[src/rtl/fp_mult_pipe_pkg.sv]
`default_nettype none
// ============================================================================
// fp_pkg : shared constants and range helper for the fixed-point datapath
// Rev 1.0
// ============================================================================
package fp_pkg;

   localparam bit RND_TRUNC   = 1'b0;
   localparam bit RND_HALF_UP = 1'b1;
   localparam bit SAT_WRAP    = 1'b0;
   localparam bit SAT_CLAMP   = 1'b1;

   // Largest or smallest two's-complement value representable in 'width' bits.
   function automatic logic signed [63:0] fp_bound(input int width, input bit want_max);
      if (want_max)
         fp_bound = (64'sd1 <<< (width - 1)) - 64'sd1;
      else
         fp_bound = -(64'sd1 <<< (width - 1));
   endfunction

endpackage
`default_nettype wire

[src/rtl/fp_mult_pipe_if.sv]
`default_nettype none
// ============================================================================
// fp_mult_pipe_if : operand/result valid-ready streams of the multiplier
// Rev 1.0
// ============================================================================
interface fp_mult_pipe_if #(
   parameter int WI1 = 4,
   parameter int WF1 = 16,
   parameter int WI2 = 4,
   parameter int WF2 = 16,
   parameter int WIO = 4,
   parameter int WFO = 16
);
   logic                        in_valid;
   logic                        in_ready;
   logic signed [WI1+WF1-1:0]   in1;
   logic signed [WI2+WF2-1:0]   in2;
   logic                        out_valid;
   logic                        out_ready;
   logic signed [WIO+WFO-1:0]   out;
   logic                        ovf;

   modport master (
      output in_valid, in1, in2, out_ready,
      input  in_ready, out_valid, out, ovf
   );

   modport slave (
      input  in_valid, in1, in2, out_ready,
      output in_ready, out_valid, out, ovf
   );
endinterface
`default_nettype wire

[src/rtl/fp_mult_pipe_requant.sv]
`default_nettype none
// ============================================================================
// fp_requant : combinational shift / round / saturate to a narrower Q format
// Rev 1.0
// ============================================================================
module fp_requant
   import fp_pkg::*;
#(
   parameter int IN_W   = 40,
   parameter int IN_FP  = 32,
   parameter int OUT_WI = 4,
   parameter int OUT_WF = 16,
   parameter bit RND    = RND_HALF_UP,
   parameter bit SAT    = SAT_CLAMP
) (
   input  logic signed [IN_W-1:0]          p,
   output logic signed [OUT_WI+OUT_WF-1:0] q,
   output logic                            ovf
);
   localparam int OUT_W = OUT_WI + OUT_WF;
   localparam int LSH   = (OUT_WF >= IN_FP) ? OUT_WF - IN_FP : 0;
   localparam int RSH   = (OUT_WF <  IN_FP) ? IN_FP - OUT_WF : 0;
   // Wide enough to hold the rounded/shifted value and at least one guard bit above OUT_W.
   localparam int EXT_W = (((IN_W + 1 + LSH) > OUT_W) ? (IN_W + 1 + LSH) : OUT_W) + 1;

   localparam logic [OUT_W-1:0] c_max = OUT_W'(fp_bound(OUT_W, 1'b1));
   localparam logic [OUT_W-1:0] c_min = OUT_W'(fp_bound(OUT_W, 1'b0));

   logic signed [EXT_W-1:0]     w_ext;
   logic [EXT_W-OUT_W:0]        w_top;
   logic                        w_in_range;

   generate
      if (RSH > 0) begin : g_round
         localparam logic [IN_W:0] c_half = (RND == RND_HALF_UP) ? ((IN_W+1)'(1) << (RSH - 1)) : '0;
         logic signed [IN_W:0]    w_sum;
         logic signed [EXT_W-1:0] w_wide;
         assign w_sum  = {p[IN_W-1], p} + c_half;
         assign w_wide = {{(EXT_W-IN_W-1){w_sum[IN_W]}}, w_sum};
         assign w_ext  = w_wide >>> RSH;
      end else begin : g_shift
         assign w_ext = {{(EXT_W-IN_W){p[IN_W-1]}}, p} <<< LSH;
      end
   endgenerate

   // Representable exactly when every bit from the output sign upward agrees.
   assign w_top      = w_ext[EXT_W-1:OUT_W-1];
   assign w_in_range = (&w_top) | ~(|w_top);

   always_comb begin
      ovf = ~w_in_range;
      if (w_in_range || (SAT == SAT_WRAP))
         q = w_ext[OUT_W-1:0];
      else
         q = w_ext[EXT_W-1] ? c_min : c_max;
   end
endmodule
`default_nettype wire

[src/rtl/fp_mult_pipe.sv]
`default_nettype none
// ============================================================================
// fp_mult_pipe : 3-stage signed fixed-point multiplier with requantised output
// Rev 1.0
// ============================================================================
module fp_mult_pipe
   import fp_pkg::*;
#(
   parameter int WI1 = 4,
   parameter int WF1 = 16,
   parameter int WI2 = 4,
   parameter int WF2 = 16,
   parameter int WIO = 4,
   parameter int WFO = 16,
   parameter bit RND = RND_HALF_UP,
   parameter bit SAT = SAT_CLAMP
) (
   input  logic          clk,
   input  logic          rst,
   fp_mult_pipe_if.slave bus
);
   localparam int W  = WI1 + WI2 + WF1 + WF2;
   localparam int FP = WF1 + WF2;
   localparam int WO = WIO + WFO;

   logic                      r_v1, r_v2, r_v3;
   logic signed [WI1+WF1-1:0] r_a;
   logic signed [WI2+WF2-1:0] r_b;
   logic signed [W-1:0]       r_p;
   logic signed [WO-1:0]      r_out;
   logic                      r_ovf;
   logic signed [WO-1:0]      w_q;
   logic                      w_ovf;
   logic                      w_adv;

   // One global enable: the whole pipe moves or the whole pipe holds.
   assign w_adv        = !r_v3 || bus.out_ready;
   assign bus.in_ready = w_adv;

   fp_requant #(
      .IN_W   (W),
      .IN_FP  (FP),
      .OUT_WI (WIO),
      .OUT_WF (WFO),
      .RND    (RND),
      .SAT    (SAT)
   ) u_requant (
      .p   (r_p),
      .q   (w_q),
      .ovf (w_ovf)
   );

   always_ff @(posedge clk) begin
      if (rst) begin
         r_v1  <= 1'b0;
         r_v2  <= 1'b0;
         r_v3  <= 1'b0;
         r_a   <= '0;
         r_b   <= '0;
         r_p   <= '0;
         r_out <= '0;
         r_ovf <= 1'b0;
      end else if (w_adv) begin
         r_v1  <= bus.in_valid;
         r_a   <= bus.in1;
         r_b   <= bus.in2;
         r_v2  <= r_v1;
         r_p   <= W'(r_a) * W'(r_b);
         r_v3  <= r_v2;
         r_out <= w_q;
         r_ovf <= w_ovf;
      end
   end

   assign bus.out_valid = r_v3;
   assign bus.out       = r_out;
   assign bus.ovf       = r_ovf;
endmodule
`default_nettype wire

[src/flat_wrapper.sv]
// flat-port wrapper written by rule: the top's interface ports become plain ports
module fp_mult_pipe_flat import fp_pkg::*;
#(
   parameter int WI1 = 4,
   parameter int WF1 = 16,
   parameter int WI2 = 4,
   parameter int WF2 = 16,
   parameter int WIO = 4,
   parameter int WFO = 16,
   parameter bit RND = RND_HALF_UP,
   parameter bit SAT = SAT_CLAMP
)
  (clk, rst, bus_in_valid, bus_in1, bus_in2, bus_out_ready, bus_in_ready, bus_out_valid, bus_out, bus_ovf);
  fp_mult_pipe_if #(.WI1(WI1), .WF1(WF1), .WI2(WI2), .WF2(WF2), .WIO(WIO), .WFO(WFO)) bus_i ();
  input  logic clk;
  input  logic rst;
  input wire logic [$bits(bus_i.in_valid)-1:0] bus_in_valid;
  input wire logic [$bits(bus_i.in1)-1:0] bus_in1;
  input wire logic [$bits(bus_i.in2)-1:0] bus_in2;
  input wire logic [$bits(bus_i.out_ready)-1:0] bus_out_ready;
  output wire logic [$bits(bus_i.in_ready)-1:0] bus_in_ready;
  output wire logic [$bits(bus_i.out_valid)-1:0] bus_out_valid;
  output wire logic [$bits(bus_i.out)-1:0] bus_out;
  output wire logic [$bits(bus_i.ovf)-1:0] bus_ovf;
  assign bus_i.in_valid = bus_in_valid;
  assign bus_i.in1 = bus_in1;
  assign bus_i.in2 = bus_in2;
  assign bus_i.out_ready = bus_out_ready;
  assign bus_in_ready = bus_i.in_ready;
  assign bus_out_valid = bus_i.out_valid;
  assign bus_out = bus_i.out;
  assign bus_ovf = bus_i.ovf;
  fp_mult_pipe #(.WI1(WI1), .WF1(WF1), .WI2(WI2), .WF2(WF2), .WIO(WIO), .WFO(WFO), .RND(RND), .SAT(SAT)) u_core (.clk(clk), .rst(rst), .bus(bus_i));
endmodule
[config.mk]
export PLATFORM = sky130hd
export DESIGN_NAME = fp_mult_pipe_flat
export DESIGN_NICKNAME = d
export VERILOG_FILES = /design/src/rtl/fp_mult_pipe_pkg.sv /design/src/rtl/fp_mult_pipe_if.sv /design/src/rtl/fp_mult_pipe_requant.sv /design/src/rtl/fp_mult_pipe.sv /design/src/flat_wrapper.sv
export SDC_FILE = /design/constraint.sdc
export NUM_CORES = 1
export LEC_CHECK = 0
export ABC_AREA = 0
export CAP_MARGIN = 20
export CORE_AREA = 2 2 172 174
export DETAILED_ROUTE_END_ITERATION = 10
export DIE_AREA = 0 0 174 176
export PLACE_DENSITY = 0.83
export SYNTH_ARGS = -nofsm -noshare
export SYNTH_HDL_FRONTEND = slang
export SYNTH_SLANG_ARGS = --single-unit
[constraint.sdc]
create_clock -name clk -period 13.8 [get_ports clk]
set_input_delay 1.38 -clock clk [delete_from_list [all_inputs] [get_ports clk]]
set_output_delay 1.38 -clock clk [all_outputs]
set_load 0.005 [all_outputs]
==> results.toml, run 1 <==
[run_status]
outcome = "complete, no violations"

[floorplanning]
die_h_um = 176
placementRows = 62
initial_utilization_pct = 64.41
core_region_area_um2 = 28550
dieArea_um2 = 30620
io_pins = 67
die_w_um = 174

[clock_network]
numCtsBuffers = 9
cts_hold_buf = 0
clk_pin_slew_ns = 0.07
clock-sinks = 89
cts_tree = "done"
cts_setup_buffers = 0
post_cts_resized = 0
cts_root_buffer = "clkbuf_16"
clock_path_buffers = 2
cts_max_level = 3
clkLatencyLatePin_ns = 0.38

[yosys]
synth_ff_type = "dfxtp_1"
ys_warn_count = 0
ys_seq_area_share_pct = 9.690
synth_area_leaders = "fa_1 (46%), dfxtp_1 (9.7%), inv_1 (9.6%), and2_1 (7.5%), ha_1 (7.1%)"
synth.avg_cell_area_um2 = 9.013
synth.ff_latch_count = 89
syn_area_um2 = 18390
netlist.area_leader.share_pct = 45.62
yosysMostFrequentCell = "inv_1"
syn_inst = 2040
synth_edf_count = 0
syn_nets = 2608
yosys-top-cells-count = "inv_1 (470), fa_1 (419), nand2_1 (291)"
synth-async-reset-ratio_pct = 0
yosys.area.top_type = "fa_1"
yosysUniqueCellTypes = 60

[setup_path]
arrival_ns = 7.79
cp_slowest_stage_delay_ns = 0.88
critPathMostFrequentCell = "fa_1"
cp_max_fo = 21
crit_chain = "nand2_1 > fa_1 > fa_1 > fa_1 > inv_1 > fa_1 > fa_1 > inv_1 > fa_1 > fa_1 > inv_1 > ha_1 > a21o_1 > a21o_1 > a21o_1 > a21oi_1 > o21ai_0 > nor3_1 > a21oi_1 > xnor2_1 > a211oi_1"
cp.required_ns = 14.08
critPathCaptureType = "register"
start_kind = "register"
crit_slowest_cell = "dfxtp_1"
critical_path_class = "register to register"

[global_routing]
grt_pass1_wl_um = 75920
grt_max_degree = 92
gr-total-overflow = 0
grt.total_usage_pct = 32.09
grt_pass1_vias = 15290
antenna_found_initial = 0

[power_and_ir_drop]
ir_drop_mv = 0.1546
netSwitchingFraction_pct = 49.35
power.switching_mw = 1.242
seq_power_share_pct = 16.4
p_comb_share_pct = 73.6
intPower_mw = 1.275
p_leak_nw = 9.863
power_frac_clock_pct = 10.0
cellPowerDensity_nw_per_um2 = 129.0

[timing]
clock_skew_ns = 0.01724
tns_ns = 0
timing.final.hold_violations = 0
tightest_slew_ns = 1.062
whs_ns = 0.4575
rsz0062_at_grt = "no"
max_slew_margin_pct = 29.09
drv_slew = 0
max_freq_mhz = 133.2
post-route-period-util_pct = 54.39
period_needed_ns = 7.505
finalSetupViolCount = 0

[min_path]
worst_hold_path_type = "register to register"

[final_layout]
n_fill_cell = 2164
fin_area_um2 = 19510
register_area_um2 = 1782
drive_above_1_share_pct = 3.397
antenna_cells = 0
area_growth_pct = 6.104
multi_input_area_um2 = 14400
nets = 2594

[placed_design]
placed_cell_area_um2 = 19230
port_buffers = 66
gp_congestion = 0.9074
hpwl_um = 34790

[flow_run]
drv_cap = 0

[drt]
via_per_inst = 5.656
routed_wl_um = 45200
drc = 0
postRouteAntennaNets = 0
drt_iter0_markers = 863
wl_per_cell_um = 18.71
vias = 13660
drtPass1Iterations = 6
-- cell type report --
class,count,area share (%)
well taps,384,2.463
clock buffers,10,1.174
clock inverters,6,0.2630
flip-flops and latches,89,9.133
repair buffers,86,4.130
multi-input cells,1370,73.79
inverters,470,9.043
-- worst max-delay path, delay by kind of cell (launching register included) --
family / cells / cell delay, ns
adders and majority gates: 8 / 4.31
DFF: 1 / 0.88
xor gates and xnor gates: 1 / 0.14
AOI/OAI and AO/OA: 7 / 1.17
and+or+nand+nor: 2 / 0.51
buffers and inverters: 3 / 0.40
-- flip-flops by register name (all words and copies together), names as in the netlist --
register,flops
u_core.r_v1,1
u_core.bus.out_valid,1
u_core.r_v2,1
u_core.bus.ovf,1
u_core.r_p,25
u_core.r_a,20
u_core.r_b,20
u_core.bus.out,20
-- layer usage --
layer	global-route usage, %	routed length [um]	part of all wire, %
met5	0	0	0
met4	20.69	3280	7.3
met3	5.146	2837	6.3
met2	56.72	23010	51
met1	36.37	16070	36
-- power groups by stage --
stage          Combinational [mW]  Clock (mW)  Sequential (mW)
2_1_floorplan                1.39           0            0.377
3_3_place_gp                 1.77           0            0.409
3_5_place_dp                 1.84           0            0.414
4_1_cts                      1.85       0.255            0.409
5_1_grt                      2.10       0.266            0.422
6_report                     1.85       0.252            0.412
-- cells by family (layout without fill, tap and decap cells) --
group / count (synthesis) / after routing / synth area share [%]
flops: 89 / 89 / 9.690
simple gates: 632 / 632 / 16.92
xor+xnor: 52 / 52 / 2.477
buf+inv: 581 / 572 / 12.05
compound gates: 161 / 161 / 6.043
fa+ha+maj: 524 / 524 / 52.77
mux: 1 / 1 / 0.05444
-- layout by cell type (no fill, tap or decap), drive strengths merged, types with 2 or more instances in the layout --
cell           Yosys  layout
nor3               6       6
dfxtp             89      89
o21bai             4       4
nor2              59      59
and3               8       8
clkdlybuf4s50      0      65
fa               419     419
xnor2             32      32
a211oi            24      24
clkinvlp           0       3
a22o               2       2
clkbuf           101      10
xor2              20      20
or2                2       2
nand2            291     291
a21oi             79      79
o21a               6       6
o31a               2       2
and2             220     220
a21o              12      12
o21ai             12      12
nor2b              3       3
inv              470     472
or3                2       2
a31oi              5       5
nor4               2       2
buf               10      21
nand3             15      15
nand2b             6       6
and2b              2       2
o31ai              2       2
o211ai             2       2
nand4             12      12
and4               3       3
ha               105     105
-- metrics by stage --
stage                     total power [mW]  std cells  setup WS, ns  utilization [%]
final                                2.516       2415         6.295            68.34
after global routing                 2.789       2415         5.910            68.34
after CTS                            2.517       2415         6.354            68.34
after detailed placement             2.255       2399         6.445            67.36
after global placement               2.174       2399         6.585            67.36
after floorplan                      1.772       2040         7.230                -
-- path summary, 6_finish.rpt --
check	start	endpoint	slack (ns)	depth (start not counted)
min reg2reg	u_core.r_v1$_SDFFE_PP0P_	u_core.r_v1$_SDFFE_PP0P_	0.46	2
max	u_core.r_a[19]$_SDFFE_PP0P_	u_core.r_p[39]$_SDFFE_PP0P_	6.29	21
max reg2reg	u_core.r_a[19]$_SDFFE_PP0P_	u_core.r_p[39]$_SDFFE_PP0P_	6.29	21
min	u_core.r_v1$_SDFFE_PP0P_	u_core.r_v1$_SDFFE_PP0P_	0.46	2
(Power assumes the default switching activity.)
==> run 2: changes to the inputs <==
==> constraint.sdc (replaced) <==
create_clock -name clk -period 7.1 [get_ports clk]
set_input_delay 0.71 -clock clk [delete_from_list [all_inputs] [get_ports clk]]
set_output_delay 0.71 -clock clk [all_outputs]
set_load 0.005 [all_outputs]
==> run 2 against run 1 <==
Effect of this change:
- worst setup slack got worse by 6.1 ns
- register-to-register slack got worse by 6.1 ns
- cell count increased by 2.0%
==> results.toml, run 2 (synthesis gave the netlist of run 1 again) <==
[placed_design]
pre_cts_slack_ns = 0.1562
port_buffers = 66
hpwl_um = 37780
gp_congestion = 0.9231

[power_and_ir_drop]
cellPowerDensity_nw_per_um2 = 251.4
p_leak_nw = 10.11
ir_drop_mv = 0.2762
power_mw = 5.011

[drt]
vias = 13750
via_per_inst = 5.582
wl_per_cell_um = 18.67
drt_iter0_markers = 869
routed_wl_um = 45970
drtPass1Iterations = 6
wl_met2_um = 24540
wl_met1_um = 16140
highest_layer = "met4"
drc = 0
met3_wirelength_um = 2471
postRouteAntennaNets = 0

[timing]
max_slew_margin_pct = 38.64
setup_ws_ns = 0.2441
clock_skew_ns = 0.01788
tightest_slew_ns = 0.9204
drv_slew = 0
period_needed_ns = 6.856
finalSetupViolCount = 0
post-route-period-util_pct = 96.56
timing.final.hold_violations = 0
tns_ns = 0
max_freq_mhz = 145.9

[global_routing]
grt_pass1_wl_um = 76370
gr-total-overflow = 0
grt_pass1_vias = 15510
grt.total_usage_pct = 32.09
antenna_found_initial = 0
grt_max_degree = 71

[run_status]
outcome = "complete, no violations"

[final_layout]
final_common_cell = "inv_1"
drive_above_1_share_pct = 6.445
nets = 2642
antenna_cells = 0
regMostFlops = "u_core.r_p"
area_growth_pct = 8.418
final_cell_mix = "inv_1 (467), fa_1 (417), nand2_1 (291)"
largest_reg_flops = 25

[clock_network]
cts_hold_buf = 0
cts_max_level = 3
clock_path_buffers = 2
numCtsBuffers = 9
clk_pin_slew_ns = 0.08
cts_root_buffer = "clkbuf_16"
clock-sinks = 89
cts_tree = "done"
clkLatencyLatePin_ns = 0.36

[floorplanning]
initial_utilization_pct = 64.41
dieArea_um2 = 30620
core_region_area_um2 = 28550
die_h_um = 176
die_w_um = 174
io_pins = 67
placementRows = 62

[flow_run]
drv_cap = 0

[setup_path]
arrival_ns = 7.09
start_kind = "register"
cp_max_fo = 13
critical_path_class = "register to register"
critPathCaptureType = "register"
cp.required_ns = 7.34

[min_path]
worst_hold_path_type = "register to register"
==> run 2: cell types whose count changed in the layout (fill, tap and decap cells not counted), sizes merged <==
| cell | delta |
|---|---|
| buf | +48 |
| clkbuf | -1 |
| inv | +1 |
==> run 2: timing repair <==
action | CTS | global route
buffers inserted | 0 | 3
gates resized for setup | 0 | 19
setup endpoints to repair | 0 | 16
endpoints found under the hold margin | 0 | 0
==> run 2: final cells by class <==
cell class	count	area, um^2
Multi-Input combinational cell	1370	14420
Sequential cell	89	1795
Tap cell	384	480.5
Clock inverter	7	65.06
Clock buffer	9	225.2
Timing Repair Buffer	134	1174
Fill cell	2157	8613
Inverter	470	1772
==> run 2: power by group <==
| part | internal (mW) | total [mW] | switching [mW] |
|---|---|---|---|
| combinational | 1.68 | 3.73 | 2.05 |
| clock | 0.248 | 0.502 | 0.254 |
| sequential | 0.638 | 0.783 | 0.145 |
==> run 2: final timing paths <==
check,to,slack (ns),startpoint,depth (start not counted)
worst min-delay path,u_core.r_v2$_SDFFE_PP0P_,0.46,u_core.r_v2$_SDFFE_PP0P_,2
worst min register to register,u_core.r_v2$_SDFFE_PP0P_,0.46,u_core.r_v2$_SDFFE_PP0P_,2
worst max-delay path,u_core.r_p[32]$_SDFFE_PP0P_,0.24,u_core.r_a[13]$_SDFFE_PP0P_,23
worst max register to register,u_core.r_p[32]$_SDFFE_PP0P_,0.24,u_core.r_a[13]$_SDFFE_PP0P_,23
==> run 2: per-layer routing <==
layer  track usage (%)  vias up
li1                  -     6019
met1             36.27     7019
met2             59.53      531
met3             3.510      179
met4             17.72        0
met5                 0        -
==> run 2: critical path: stages, from the launching register on <==
cell and delay (ns):
dfxtp_1 0.56, buf_4 0.31, and2_1 0.18, fa_1 0.45, inv_1 0.11, fa_1 0.44, fa_1 0.53, inv_1 0.06
fa_1 0.47, fa_1 0.48, fa_1 0.52, inv_1 0.06, fa_1 0.50, inv_1 0.05, ha_1 0.28, a21o_1 0.18
a21oi_1 0.18, and2b_2 0.23, nor2_1 0.23, o211ai_4 0.15, a31oi_1 0.32, o21bai_1 0.14, xnor2_1 0.18, o21ai_0 0.10
==> run 2: metrics by stage <==
stage / hold WS (ns) / utilization [%] / instances / cell area (um^2)
detailed placement: 0.4479 / 68.54 / 2444 / 19570
global route: 0.4950 / 69.83 / 2463 / 19930
finish: 0.4557 / 69.83 / 2463 / 19930
CTS: 0.4577 / 69.56 / 2460 / 19860
global placement: 0.4417 / 68.54 / 2444 / 19570
floorplan: 0.4321 / - / 2040 / 18390
